[src/rtl/eq_band_mixer_pkg.sv]
// Shared equalizer definitions: mixer FSM encoding and default
// fixed-point formats for the band mixer.
package eq_band_mixer_pkg;

  localparam int MAGNITUD_DEF  = 8;
  localparam int DECIMAL_DEF   = 14;
  localparam int N_ADC_DEF     = 12;
  localparam int GAIN_W_DEF    = 8;
  localparam int GAIN_FRAC_DEF = 6;
  localparam int NUM_BANDS_DEF = 4;

  typedef enum logic [1:0] {
    IDLE  = 2'd0,
    ACCUM = 2'd1,
    SAT   = 2'd2,
    OUT   = 2'd3
  } state_t;

  function automatic int idx_w(input int n);
    return (n > 1) ? $clog2(n) : 1;
  endfunction

endpackage

[src/rtl/saturador_dac.sv]
// Clamps the wide accumulator to the signed N-bit range and keeps
// the top N_ADC bits as the DAC code.
module saturador_dac #(
  parameter int ACC_W = 34,
  parameter int N     = 23,
  parameter int N_ADC = 12
) (
  input  logic signed [ACC_W-1:0] acc,
  output logic        [N_ADC-1:0] code,
  output logic                    sat
);

  localparam logic signed [ACC_W-1:0] MAXV =
    {{(ACC_W-N+1){1'b0}}, {(N-1){1'b1}}};
  localparam logic signed [ACC_W-1:0] MINV =
    {{(ACC_W-N+1){1'b1}}, {(N-1){1'b0}}};

  logic [N-1:0] clamped;

  always_comb begin
    clamped = acc[N-1:0];
    sat     = 1'b0;
    if (acc > MAXV) begin
      clamped = {1'b0, {(N-1){1'b1}}};
      sat     = 1'b1;
    end else if (acc < MINV) begin
      clamped = {1'b1, {(N-1){1'b0}}};
      sat     = 1'b1;
    end
  end

  // Dropping the low bits floors toward negative infinity.
  assign code = clamped[N-1 -: N_ADC];

endmodule

[src/rtl/eq_band_mixer.sv]
// Gain-weighted band mixer: one shared multiplier walks the bands,
// then the sum is saturated into a DAC code.
module eq_band_mixer
  import eq_band_mixer_pkg::*;
#(
  parameter int Magnitud  = MAGNITUD_DEF,
  parameter int Decimal   = DECIMAL_DEF,
  parameter int N         = Magnitud + Decimal + 1,
  parameter int N_ADC     = N_ADC_DEF,
  parameter int NUM_BANDS = NUM_BANDS_DEF,
  parameter int GAIN_W    = GAIN_W_DEF,
  parameter int GAIN_FRAC = GAIN_FRAC_DEF
) (
  input  logic                        clock_In,
  input  logic                        Reset,
  input  logic                        sample_valid,
  input  logic [NUM_BANDS*N-1:0]      band_data,
  input  logic [NUM_BANDS*GAIN_W-1:0] band_gain,
  input  logic [NUM_BANDS-1:0]        band_mask,
  output logic                        busy,
  output logic                        out_valid,
  output logic [N_ADC-1:0]            Dac,
  output logic                        sat_flag,
  output logic                        overrun
);

  localparam int P  = N + GAIN_W + 1;
  localparam int A  = P + $clog2(NUM_BANDS);
  localparam int IW = idx_w(NUM_BANDS);

  state_t                      state;
  logic [IW-1:0]               idx;
  logic [NUM_BANDS*N-1:0]      data_q;
  logic [NUM_BANDS*GAIN_W-1:0] gain_q;
  logic [NUM_BANDS-1:0]        mask_q;
  logic signed [A-1:0]         acc_q;

  logic signed [N-1:0]   cur_d;
  logic [GAIN_W-1:0]     cur_g;
  logic signed [P-1:0]   prod;
  logic signed [P-1:0]   shifted;
  logic signed [A-1:0]   addend;
  logic [N_ADC-1:0]      code;
  logic                  sat;

  assign cur_d   = data_q[idx*N +: N];
  assign cur_g   = gain_q[idx*GAIN_W +: GAIN_W];
  // Gain is zero-extended so it is always a non-negative factor.
  assign prod    = P'(cur_d) * $signed(P'(cur_g));
  assign shifted = prod >>> GAIN_FRAC;
  assign addend  = mask_q[idx] ? A'(shifted) : '0;

  saturador_dac #(
    .ACC_W (A),
    .N     (N),
    .N_ADC (N_ADC)
  ) u_sat (
    .acc  (acc_q),
    .code (code),
    .sat  (sat)
  );

  always_ff @(posedge clock_In) begin
    if (Reset) begin
      state     <= IDLE;
      idx       <= '0;
      acc_q     <= '0;
      data_q    <= '0;
      gain_q    <= '0;
      mask_q    <= '0;
      busy      <= 1'b0;
      out_valid <= 1'b0;
      Dac       <= '0;
      sat_flag  <= 1'b0;
      overrun   <= 1'b0;
    end else begin
      if (sample_valid && state != IDLE)
        overrun <= 1'b1;
      unique case (state)
        IDLE: begin
          out_valid <= 1'b0;
          if (sample_valid) begin
            data_q <= band_data;
            gain_q <= band_gain;
            mask_q <= band_mask;
            acc_q  <= '0;
            idx    <= '0;
            busy   <= 1'b1;
            state  <= ACCUM;
          end
        end
        ACCUM: begin
          acc_q <= acc_q + addend;
          if (idx == IW'(NUM_BANDS-1))
            state <= SAT;
          else
            idx <= idx + IW'(1);
        end
        SAT: begin
          Dac       <= code;
          sat_flag  <= sat;
          out_valid <= 1'b1;
          state     <= OUT;
        end
        OUT: begin
          out_valid <= 1'b0;
          busy      <= 1'b0;
          state     <= IDLE;
        end
      endcase
    end
  end

endmodule

[config.mk]
export PLATFORM = sky130hd
export DESIGN_NAME = eq_band_mixer
export DESIGN_NICKNAME = d
export VERILOG_FILES = /design/src/rtl/eq_band_mixer_pkg.sv /design/src/rtl/saturador_dac.sv /design/src/rtl/eq_band_mixer.sv
export SDC_FILE = /design/constraint.sdc
export NUM_CORES = 1
export LEC_CHECK = 0
export CORE_ASPECT_RATIO = 0.75
export CORE_MARGIN = 8
export CORE_UTILIZATION = 59
export DETAILED_ROUTE_END_ITERATION = 8
export GPL_ROUTABILITY_DRIVEN = 0
export PLACE_DENSITY = 0.82
export REMOVE_ABC_BUFFERS = 1
export SYNTH_ARGS = -nofsm -noshare
export SYNTH_HDL_FRONTEND = slang
export SYNTH_HIERARCHICAL = 1
export SYNTH_SLANG_ARGS = --single-unit
[constraint.sdc]
create_clock -name clock_In -period 11.25 [get_ports clock_In]
set_input_delay 2.25 -clock clock_In [delete_from_list [all_inputs] [get_ports clock_In]]
set_output_delay 2.25 -clock clock_In [all_outputs]
set_load 0.005 [all_outputs]
==> impl_metrics.py, run 1 <==
metrics = {
    "sta": {
        "setup_tns_ns": 0,
        "worstMarginPinSlew_ns": 1.02,
        "fmax_ghz": 0.105,
        "finalClockSkew_ns": 0.0120,
        "hold_viol": 0,
        "finalSetupViolCount": 0,
        "finalCriticalPeriod_ns": 9.54,
        "rsz0062_at_grt": "false",
        "layout_setup_ws_ns": 1.71,
        "relSlewSlack_pct": 31.8,
        "finalCritPeriodShare_pct": 84.8,
        "slew_violations": 0,
    },
    "placed_design": {
        "port_buffers": 146,
        "dp_hpwl_um": 26800,
        "place_ws_ns": 1.83,
    },
    "clock_network": {
        "cts_htree_levels": 4,
        "clock-sinks": 182,
        "cts_setup_buffers": 0,
        "clock_path_buffers": 2,
        "cts_resized": 0,
        "clk_pin_slew_ns": 0.07,
        "numCtsBuffers": 17,
        "cts_hold_buf": 0,
        "cts-root-buf": "clkbuf_16",
        "cts_tree": "done",
        "clock_latency_ns": 0.44,
    },
    "routing": {
        "met2WireLength_um": 17300,
        "wl_um": 35700,
        "drc": 0,
        "ant_nets": 0,
        "drt_iter0_markers": 842,
        "first_pass_iters": 5,
        "wl_met3_um": 1950,
        "viasPerCell": 5.61,
        "wl_met1_um": 15700,
        "wl_per_cell_um": 15.8,
        "dr.max_layer_used": "met4",
        "vias": 12648,
    },
    "global_route": {
        "grt_use_total_pct": 23.3,
        "grt_pass1_wl_um": 61200,
        "grt_pass1_vias": 13124,
        "antenna_found_initial": 0,
        "overflow": 0,
        "grt_max_degree": 98,
    },
    "die": {
        "die_x_um": 201,
        "num_rows": 51,
        "chipHeight_um": 155,
        "dieArea_mm2": 0.0312,
        "core-area_mm2": 0.0257,
        "initial_core_util_pct": 59.2,
        "ioPinCount": 147,
    },
    "cells_and_area": {
        "antennaDiodeCount": 0,
        "drive_gt1_share_pct": 4.82,
        "final_nets": 2264,
        "syn_to_final_growth_pct": 14.2,
    },
    "yosys": {
        "yosys_warnings": 6,
        "async_flop_share_pct": 0,
        "ys_ff_latch": 182,
        "synth_mux_area_share_pct": 6.01,
        "synth_area_per_cell_um2": 8.39,
        "synthCells": 1810,
        "yosysSeqAreaShare_pct": 24.0,
        "synthSimpleGateAreaFrac_pct": 19.5,
        "synth_top_family_by_area": "adder cells",
        "synth_edf_count": 0,
        "syn_area_mm2": 0.0152,
        "synth_ff_type": "dfxtp_1",
        "synth-compound-area-share_pct": 13.1,
        "synthAdderAreaFrac_pct": 26.6,
        "synth_xor_area_share_pct": 3.00,
        "yosysUniqueCellTypes": 68,
    },
    "setup_path": {
        "reg2reg_slack_ns": 1.71,
        "critical_path.max_fanout": 21,
        "max_stage_delay_ns": 0.71,
        "required_ns": 11.59,
        "end_kind": "flip-flop",
        "crit_type": "flip-flop to flip-flop",
        "crit_path_start_kind": "flip-flop",
        "cp_slowest_cell": "dfxtp_2",
        "crit_top_cell": "fa_1",
        "cp.arrival_ns": 9.88,
    },
    "power": {
        "p_leak_uw": 0.00798,
        "ir_drop_uv": 192,
        "p_per_area_mw_per_mm2": 145,
    },
    "outcome": {
        "outcome": "finished, final reports clean",
    },
    "worst_hold_path": {
        "min-delay-path-class": "flip-flop to flip-flop",
    },
    "flow_run": {
        "max_cap_violations": 0,
    },
}
[cells in the final DEF, fill, tap and decap left out, types with 10 or more instances in the layout]
cell,instances
a21o_1,33
a21oi_1,183
a22oi_1,20
a31oi_1,10
and2_1,105
and3_1,11
clkbuf_16,17
clkdlybuf4s50_1,145
dfxtp_1,180
fa_1,144
ha_1,93
inv_1,218
mux2i_1,17
mux4_2,32
nand2_1,373
nand3_1,11
nor2_1,86
nor2b_1,11
o21ai_0,33
xnor2_1,31
xor2_1,21
[where the power goes]
part / total [µW] / internal, µW / switching (µW)
clock: 588 / 294 / 294
sequential: 810 / 742 / 68.2
combinational: 1110 / 421 / 692
total: 2510 / 1460 / 1050
[final cells by class]
type                       count  area, µm²
clock inverter                13        126
multi-input combinational   1323      10400
tap                          344        430
timing repair buffer         154       1520
sequential                   182       3650
clock buffer                  19        433
inverter                     218        818
fill                        2067       8300
[metal layers]
layer	track usage [%]	vias to the layer above
met5	0	-
met3	4.40	61
met4	6.49	0
met1	29.8	6155
li1	-	6056
met2	40.0	376
[final timing paths]
path | startpoint | end | depth (start not counted)
min reg2reg | data_q[91]$_SDFFE_PP0P_ | data_q[91]$_SDFFE_PP0P_ | 2
min | data_q[91]$_SDFFE_PP0P_ | data_q[91]$_SDFFE_PP0P_ | 2
max reg2reg | idx[0]$_SDFFE_PP0P_ | acc_q[27]$_SDFFE_PP0P_ | 29
max | idx[0]$_SDFFE_PP0P_ | acc_q[27]$_SDFFE_PP0P_ | 29
[critical path, delay by kind of cell (launching register included)]
family,cells,cell delay [ns]
XOR/XNOR,1,0.14
flip-flops,1,0.71
adder cells (fa/ha/maj),6,2.85
multiplexers,1,0.67
AND/OR/NAND/NOR,6,1.69
buffers and inverters,3,0.55
AO/OA/AOI/OAI,12,2.80
[through the flow]
step                utilization, %  hold WS, ns  cells  power [µW]  instance area [µm²]
detailed placement            65.5        0.445   2221        1930                16800
finish                        67.7        0.455   2253        2510                17400
global route                  67.7        0.471   2253        2690                17400
global placement              65.5        0.440   2221        1890                16800
CTS                           67.7        0.455   2253        2520                17400
floorplan                        -        0.427   1723        1600                14800
[kinds of logic (layout without fill, tap and decap cells)]
family,Yosys count,in the layout
xor+xnor,52,52
buf+inv,305,404
mux,51,51
flops,182,182
fa+ha+maj,237,237
simple gates,653,653
compound gates,330,330
[registers in the layout (all words and copies together), names as in the netlist]
signal / flops
overrun: 1
gain_q: 32
data_q: 92
busy: 1
state: 2
out_valid: 1
Dac: 12
mask_q: 4
sat_flag: 1
idx: 2
acc_q: 34
[cells in the mapped netlist, types with 3 or more instances]
cell type	number	area share, %
nor4_1	3	0.12
nand3_1	11	0.36
a21o_1	33	1.6
clkbuf_1	74	1.8
inv_1	218	5.4
a31oi_1	10	0.41
ha_1	93	7.7
xor2_1	21	1.2
dfxtp_1	182	24
xnor2_1	31	1.8
and4_1	3	0.17
nor2b_1	11	0.45
a211o_1	3	0.17
o211ai_1	3	0.15
mux4_2	32	4.7
nor3_1	9	0.30
mux2i_1	17	1.1
a21oi_1	183	6.0
buf_1	8	0.20
nor2_1	86	2.1
nand2_1	374	9.2
o21ai_0	33	1.1
and3_1	11	0.45
buf_6	4	0.30
nand2b_1	7	0.29
and2_1	106	4.4
a22oi_1	20	0.99
a21boi_0	3	0.15
or3_1	8	0.33
a221oi_1	3	0.17
nand4_1	9	0.37
fa_1	144	19
a211oi_1	8	0.40
o21bai_1	6	0.30
No activity file was read; power rests on OpenSTA's default activity.
==> run 2: changes to the inputs <==
--- a/config.mk
+++ b/config.mk
@@ -7,10 +7,10 @@
 export LEC_CHECK = 0
 export CORE_ASPECT_RATIO = 0.75
 export CORE_MARGIN = 8
-export CORE_UTILIZATION = 59
+export CORE_UTILIZATION = 53
 export DETAILED_ROUTE_END_ITERATION = 8
 export GPL_ROUTABILITY_DRIVEN = 0
-export PLACE_DENSITY = 0.82
+export PLACE_DENSITY = 0.78
 export REMOVE_ABC_BUFFERS = 1
 export SYNTH_ARGS = -nofsm -noshare
 export SYNTH_HDL_FRONTEND = slang
==> constraint.sdc (replaced) <==
create_clock -name clock_In -period 8.7 [get_ports clock_In]
set_input_delay 1.74 -clock clock_In [delete_from_list [all_inputs] [get_ports clock_In]]
set_output_delay 1.74 -clock clock_In [all_outputs]
set_load 0.005 [all_outputs]
==> impl_metrics.py, run 2 (synthesis results as in run 1) <==
metrics = {
    "clock_network": {
        "clock-sinks": 182,
        "cts_hold_buf": 0,
        "clock_path_buffers": 2,
        "clock_latency_ns": 0.45,
        "cts_tree": "done",
        "cts_htree_levels": 4,
        "cts-root-buf": "clkbuf_16",
        "numCtsBuffers": 17,
        "clk_pin_slew_ns": 0.07,
    },
    "power": {
        "power_switching_uw": 1380,
        "switching_share_pct": 40.8,
        "p_int_uw": 2000,
        "combPwrFrac_pct": 44.5,
        "p_per_area_mw_per_mm2": 190,
        "pwr-share-clk_pct": 24.6,
        "power_frac_seq_pct": 30.8,
        "p_leak_uw": 0.00819,
        "ir_drop_uv": 216,
    },
    "cells_and_area": {
        "regMostFlops": "data_q",
        "fin_util_pct": 63.2,
        "syn_to_final_growth_pct": 16.9,
        "final_nets": 2294,
        "final_cells": 2322,
        "final_cell_mix": "nand2_1, inv_1, a21oi_1, dfxtp_1, clkdlybuf4s50_1",
        "reg.largest.list": "data_q: 92 flops, acc_q: 34 flops, gain_q: 32 flops",
        "layout_commonest_cell": "nand2_1",
        "num-fill-cells": 2408,
        "drive_gt1_share_pct": 6.66,
        "largest_register_ffs": 92,
        "antennaDiodeCount": 0,
    },
    "global_route": {
        "busiest_layer": "met2",
        "grt_use_total_pct": 22.5,
        "grt_use_met1_pct": 29.7,
        "grt_max_degree": 109,
        "overflow": 0,
        "gr-usage-met2_pct": 37.3,
        "use_met3_pct": 3.96,
        "grt_pass1_wl_um": 63700,
        "grt_pass1_vias": 13170,
        "antenna_found_initial": 0,
    },
    "setup_path": {
        "cp_slowest_cell": "mux4_2",
        "cpLargestDelayFamily": "adder cells",
        "required_ns": 9.05,
        "max_stage_delay_ns": 0.61,
        "crit_path_start_kind": "flip-flop",
        "critical_path.max_fanout": 18,
        "critPathBufInv": 3,
        "crit_top_cell": "fa_1",
        "cp.arrival_ns": 8.67,
        "end_kind": "flip-flop",
        "crit_type": "flip-flop to flip-flop",
    },
    "sta": {
        "finalClockSkew_ns": 0.0158,
        "finalCriticalPeriod_ns": 8.32,
        "slew_violations": 0,
        "fmax_ghz": 0.120,
        "worstMarginPinSlew_ns": 1.25,
        "holdWs_ns": 0.457,
        "finalCritPeriodShare_pct": 95.6,
        "relSlewSlack_pct": 16.3,
        "finalSetupViolCount": 0,
        "hold_viol": 0,
        "layout_setup_ws_ns": 0.382,
    },
    "placed_design": {
        "port_buffers": 146,
        "place_ws_ns": 0.175,
        "post-place-cells": 2287,
        "dp_hpwl_um": 28800,
    },
    "routing": {
        "viasPerCell": 5.53,
        "drt_iter0_markers": 963,
        "vias": 12840,
        "ant_nets": 0,
        "first_pass_iters": 7,
        "wl_um": 38000,
        "drc": 0,
        "wl_per_cell_um": 16.4,
    },
    "die": {
        "dieArea_mm2": 0.0344,
        "die_x_um": 211,
        "core-area_mm2": 0.0281,
        "num_rows": 53,
        "chipHeight_um": 163,
        "ioPinCount": 147,
        "initial_core_util_pct": 54.0,
    },
    "outcome": {
        "outcome": "finished, final reports clean",
    },
    "flow_run": {
        "max_cap_violations": 0,
    },
    "worst_hold_path": {
        "min-delay-path-class": "flip-flop to flip-flop",
    },
}
==> run 2: cell types whose count changed in the layout (fill, tap and decap cells not counted), moves of 3 or more <==
cell       change
buf_4         +28
o21ai_0        -4
o21ai_1        +4
bufinv_16      +3
==> run 2: final timing paths <==
kind | endpoint | from | slack [ns] | cells past startpoint
worst max-delay path | acc_q[27]$_SDFFE_PP0P_ | idx[0]$_SDFFE_PP0P_ | 0.38 | 29
worst min-delay path | data_q[56]$_SDFFE_PP0P_ | data_q[56]$_SDFFE_PP0P_ | 0.46 | 2
worst max register to register | acc_q[27]$_SDFFE_PP0P_ | idx[0]$_SDFFE_PP0P_ | 0.38 | 29
worst min register to register | data_q[56]$_SDFFE_PP0P_ | data_q[56]$_SDFFE_PP0P_ | 0.46 | 2
==> run 2: stage by stage <==
stage	area, µm²	setup TNS, ns	total power [µW]
after global routing	17800	-0.0442	3630
final	17800	0	3380
after floorplan	14800	-1.37	2070
after detailed placement	17000	0	2530
after CTS	17700	0	3370
after global placement	17000	0	2480
==> run 2: power groups by stage <==
stage,combinational (µW),sequential [µW],clock [µW]
floorplan,1020,1050,0
global placement,1430,1050,0
detailed placement,1480,1060,0
CTS,1490,1040,840
global route,1690,1060,874
finish,1510,1040,832
==> run 2: worst register-to-register path, delay by kind of cell (launching register included) <==
family	cells	cell delay, ns
XOR/XNOR	1	0.17
multiplexers	1	0.63
adder cells (fa/ha/maj)	6	2.79
AND/OR/NAND/NOR	6	1.53
flip-flops	1	0.41
buffers and inverters	3	0.30
AO/OA/AOI/OAI	12	2.40
==> run 2: repair_timing <==
action	4_1_cts	5_1_grt
resized for setup	0	14
endpoints found under the setup margin	0	13
setup buffers	0	4
==> run 2: routing by layer <==
layer	wire length (µm)	vias to the layer above
met2	18100	403
li1	-	6121
met1	16800	6261
met4	711	0
met5	0	-
met3	2430	55
==> run 2: area by class of cell <==
type | count | area [µm²] | share of cell area [%]
multi-input combinational | 1324 | 10500 | 58.9
sequential | 182 | 3650 | 20.5
timing repair buffer | 183 | 1750 | 9.85
inverter | 218 | 818 | 4.61
tap | 385 | 482 | 2.71
clock buffer | 18 | 439 | 2.47
clock inverter | 12 | 165 | 0.930
==> run 3: changes to the inputs <==
--- a/config.mk
+++ b/config.mk
@@ -10,8 +10,10 @@
 export CORE_UTILIZATION = 53
 export DETAILED_ROUTE_END_ITERATION = 8
 export GPL_ROUTABILITY_DRIVEN = 0
+export MAX_ROUTING_LAYER = met4
 export PLACE_DENSITY = 0.78
 export REMOVE_ABC_BUFFERS = 1
+export SKIP_CTS_REPAIR_TIMING = 1
 export SYNTH_ARGS = -nofsm -noshare
 export SYNTH_HDL_FRONTEND = slang
 export SYNTH_HIERARCHICAL = 1
==> constraint.sdc (replaced) <==
create_clock -name clock_In -period 8.7 [get_ports clock_In]
set_input_delay 1.74 -clock clock_In [delete_from_list [all_inputs] [get_ports clock_In]]
set_output_delay 1.74 -clock clock_In [all_outputs]
set_load 0.01 [all_outputs]
==> impl_metrics.py, run 3 (synthesis results as in run 1) <==
metrics = {
    "power": {
        "p_per_area_mw_per_mm2": 190,
        "p_leak_uw": 0.00820,
        "switching_share_pct": 40.9,
        "power_frac_seq_pct": 30.8,
        "p_int_uw": 2000,
        "combPwrFrac_pct": 44.6,
        "power_switching_uw": 1380,
        "ir_drop_uv": 217,
        "pwr-share-clk_pct": 24.6,
    },
    "die": {
        "chipHeight_um": 163,
        "num_rows": 53,
        "die_x_um": 211,
        "initial_core_util_pct": 54.0,
        "ioPinCount": 147,
        "core-area_mm2": 0.0281,
        "dieArea_mm2": 0.0344,
    },
    "routing": {
        "wl_um": 38100,
        "wl_per_cell_um": 16.4,
        "ant_nets": 0,
        "first_pass_iters": 7,
        "drt_iter0_markers": 890,
        "met2WireLength_um": 18100,
        "vias": 12847,
        "dr.max_layer_used": "met4",
        "drc": 0,
        "wl_met3_um": 2090,
        "wl_met1_um": 17200,
        "viasPerCell": 5.53,
    },
    "cells_and_area": {
        "ff_latch_area_mm2": 0.00365,
        "final_cell_mix": "nand2_1, inv_1, a21oi_1, dfxtp_1, clkdlybuf4s50_1",
        "fin_util_pct": 63.3,
        "regMostFlops": "data_q",
        "num-fill-cells": 2403,
        "drive_gt1_share_pct": 6.76,
        "syn_to_final_growth_pct": 17.1,
        "reg.largest.list": "data_q: 92 flops, acc_q: 34 flops, gain_q: 32 flops",
        "antennaDiodeCount": 0,
        "layout_commonest_cell": "nand2_1",
        "final_nets": 2295,
        "largest_register_ffs": 92,
        "multiInputGateArea_mm2": 0.0105,
        "postLayoutCellArea_mm2": 0.0178,
    },
    "placed_design": {
        "place_ws_ns": 0.175,
        "placed_area_mm2": 0.0170,
        "dp_hpwl_um": 28800,
        "port_buffers": 146,
    },
    "sta": {
        "finalCritPeriodShare_pct": 95.8,
        "layout_setup_ws_ns": 0.366,
        "relSlewSlack_pct": 16.4,
        "finalCriticalPeriod_ns": 8.33,
        "slew_violations": 0,
        "finalClockSkew_ns": 0.0141,
        "fmax_ghz": 0.120,
        "hold_viol": 0,
        "worstMarginPinSlew_ns": 1.25,
        "finalSetupViolCount": 0,
    },
    "worst_hold_path": {
        "min-delay-path-class": "flip-flop to flip-flop",
    },
    "clock_network": {
        "clock-sinks": 182,
        "clk_pin_slew_ns": 0.08,
        "cts_tree": "done",
        "clock_path_buffers": 2,
        "cts_htree_levels": 4,
        "numCtsBuffers": 17,
        "cts-root-buf": "clkbuf_16",
        "clock_latency_ns": 0.45,
    },
    "setup_path": {
        "reg2reg_slack_ns": 0.37,
        "critical_path.max_fanout": 18,
        "cp.arrival_ns": 8.68,
        "required_ns": 9.05,
        "end_kind": "flip-flop",
        "crit_type": "flip-flop to flip-flop",
        "crit_path_start_kind": "flip-flop",
        "cp_slowest_cell": "mux4_2",
        "max_stage_delay_ns": 0.61,
    },
    "outcome": {
        "outcome": "finished, final reports clean",
    },
    "global_route": {
        "grt_use_total_pct": 23.1,
        "overflow": 0,
        "grt_pass1_vias": 13175,
        "grt_pass1_wl_um": 63700,
        "antenna_found_initial": 0,
        "grt_max_degree": 109,
    },
    "flow_run": {
        "max_cap_violations": 0,
    },
}
==> run 3: cell count changes in the layout (fill, tap and decap cells not counted), sizes merged <==
cell  delta
buf      +1
==> run 3: cell type report <==
type	instances	area share, %
inverter	218	4.60
tap	385	2.71
multi-input combinational	1324	58.9
clock buffer	18	2.47
timing repair buffer	184	9.88
clock inverter	12	0.928
sequential	182	20.5
==> run 3: critical path: cells and delay by family, from the launching register on <==
family | cells | cell delay, ns
multiplexers | 1 | 0.61
XOR/XNOR | 1 | 0.19
AO/OA/AOI/OAI | 15 | 3.16
buffers and inverters | 3 | 0.29
flip-flops | 1 | 0.41
AND/OR/NAND/NOR | 3 | 0.76
adder cells (fa/ha/maj) | 6 | 2.78
==> run 3: through the flow <==
step / total power (µW) / cells / hold slack [ns] / setup TNS [ns]
floorplan: 2080 / 1723 / 0.427 / -1.37
global placement: 2480 / 2287 / 0.439 / 0
detailed placement: 2540 / 2287 / 0.446 / 0
CTS: 3370 / 2317 / 0.455 / 0
global route: 3630 / 2323 / 0.469 / -0.0352
finish: 3390 / 2323 / 0.457 / 0
==> run 3: power by group through the flow <==
stage / clock network [µW] / registers, µW / logic (µW)
after floorplan: 0 / 1050 / 1020
final: 833 / 1040 / 1510
after CTS: 840 / 1040 / 1490
after global routing: 873 / 1060 / 1700
after global placement: 0 / 1050 / 1430
after detailed placement: 0 / 1060 / 1480
==> run 3: path summary, 6_finish.rpt <==
check / start / end / cells past startpoint
max: idx[0]$_SDFFE_PP0P_ / acc_q[27]$_SDFFE_PP0P_ / 29
min: gain_q[17]$_SDFFE_PP0P_ / gain_q[17]$_SDFFE_PP0P_ / 2
max reg2reg: idx[0]$_SDFFE_PP0P_ / acc_q[27]$_SDFFE_PP0P_ / 29
min reg2reg: gain_q[17]$_SDFFE_PP0P_ / gain_q[17]$_SDFFE_PP0P_ / 2
==> run 3: per-layer routing <==
metal  vias to the layer above  track usage [%]
li1                       6127                -
met4                         0             6.97
met1                      6281             29.8
met2                       381             37.3
met5                         -                -
met3                        58             3.75
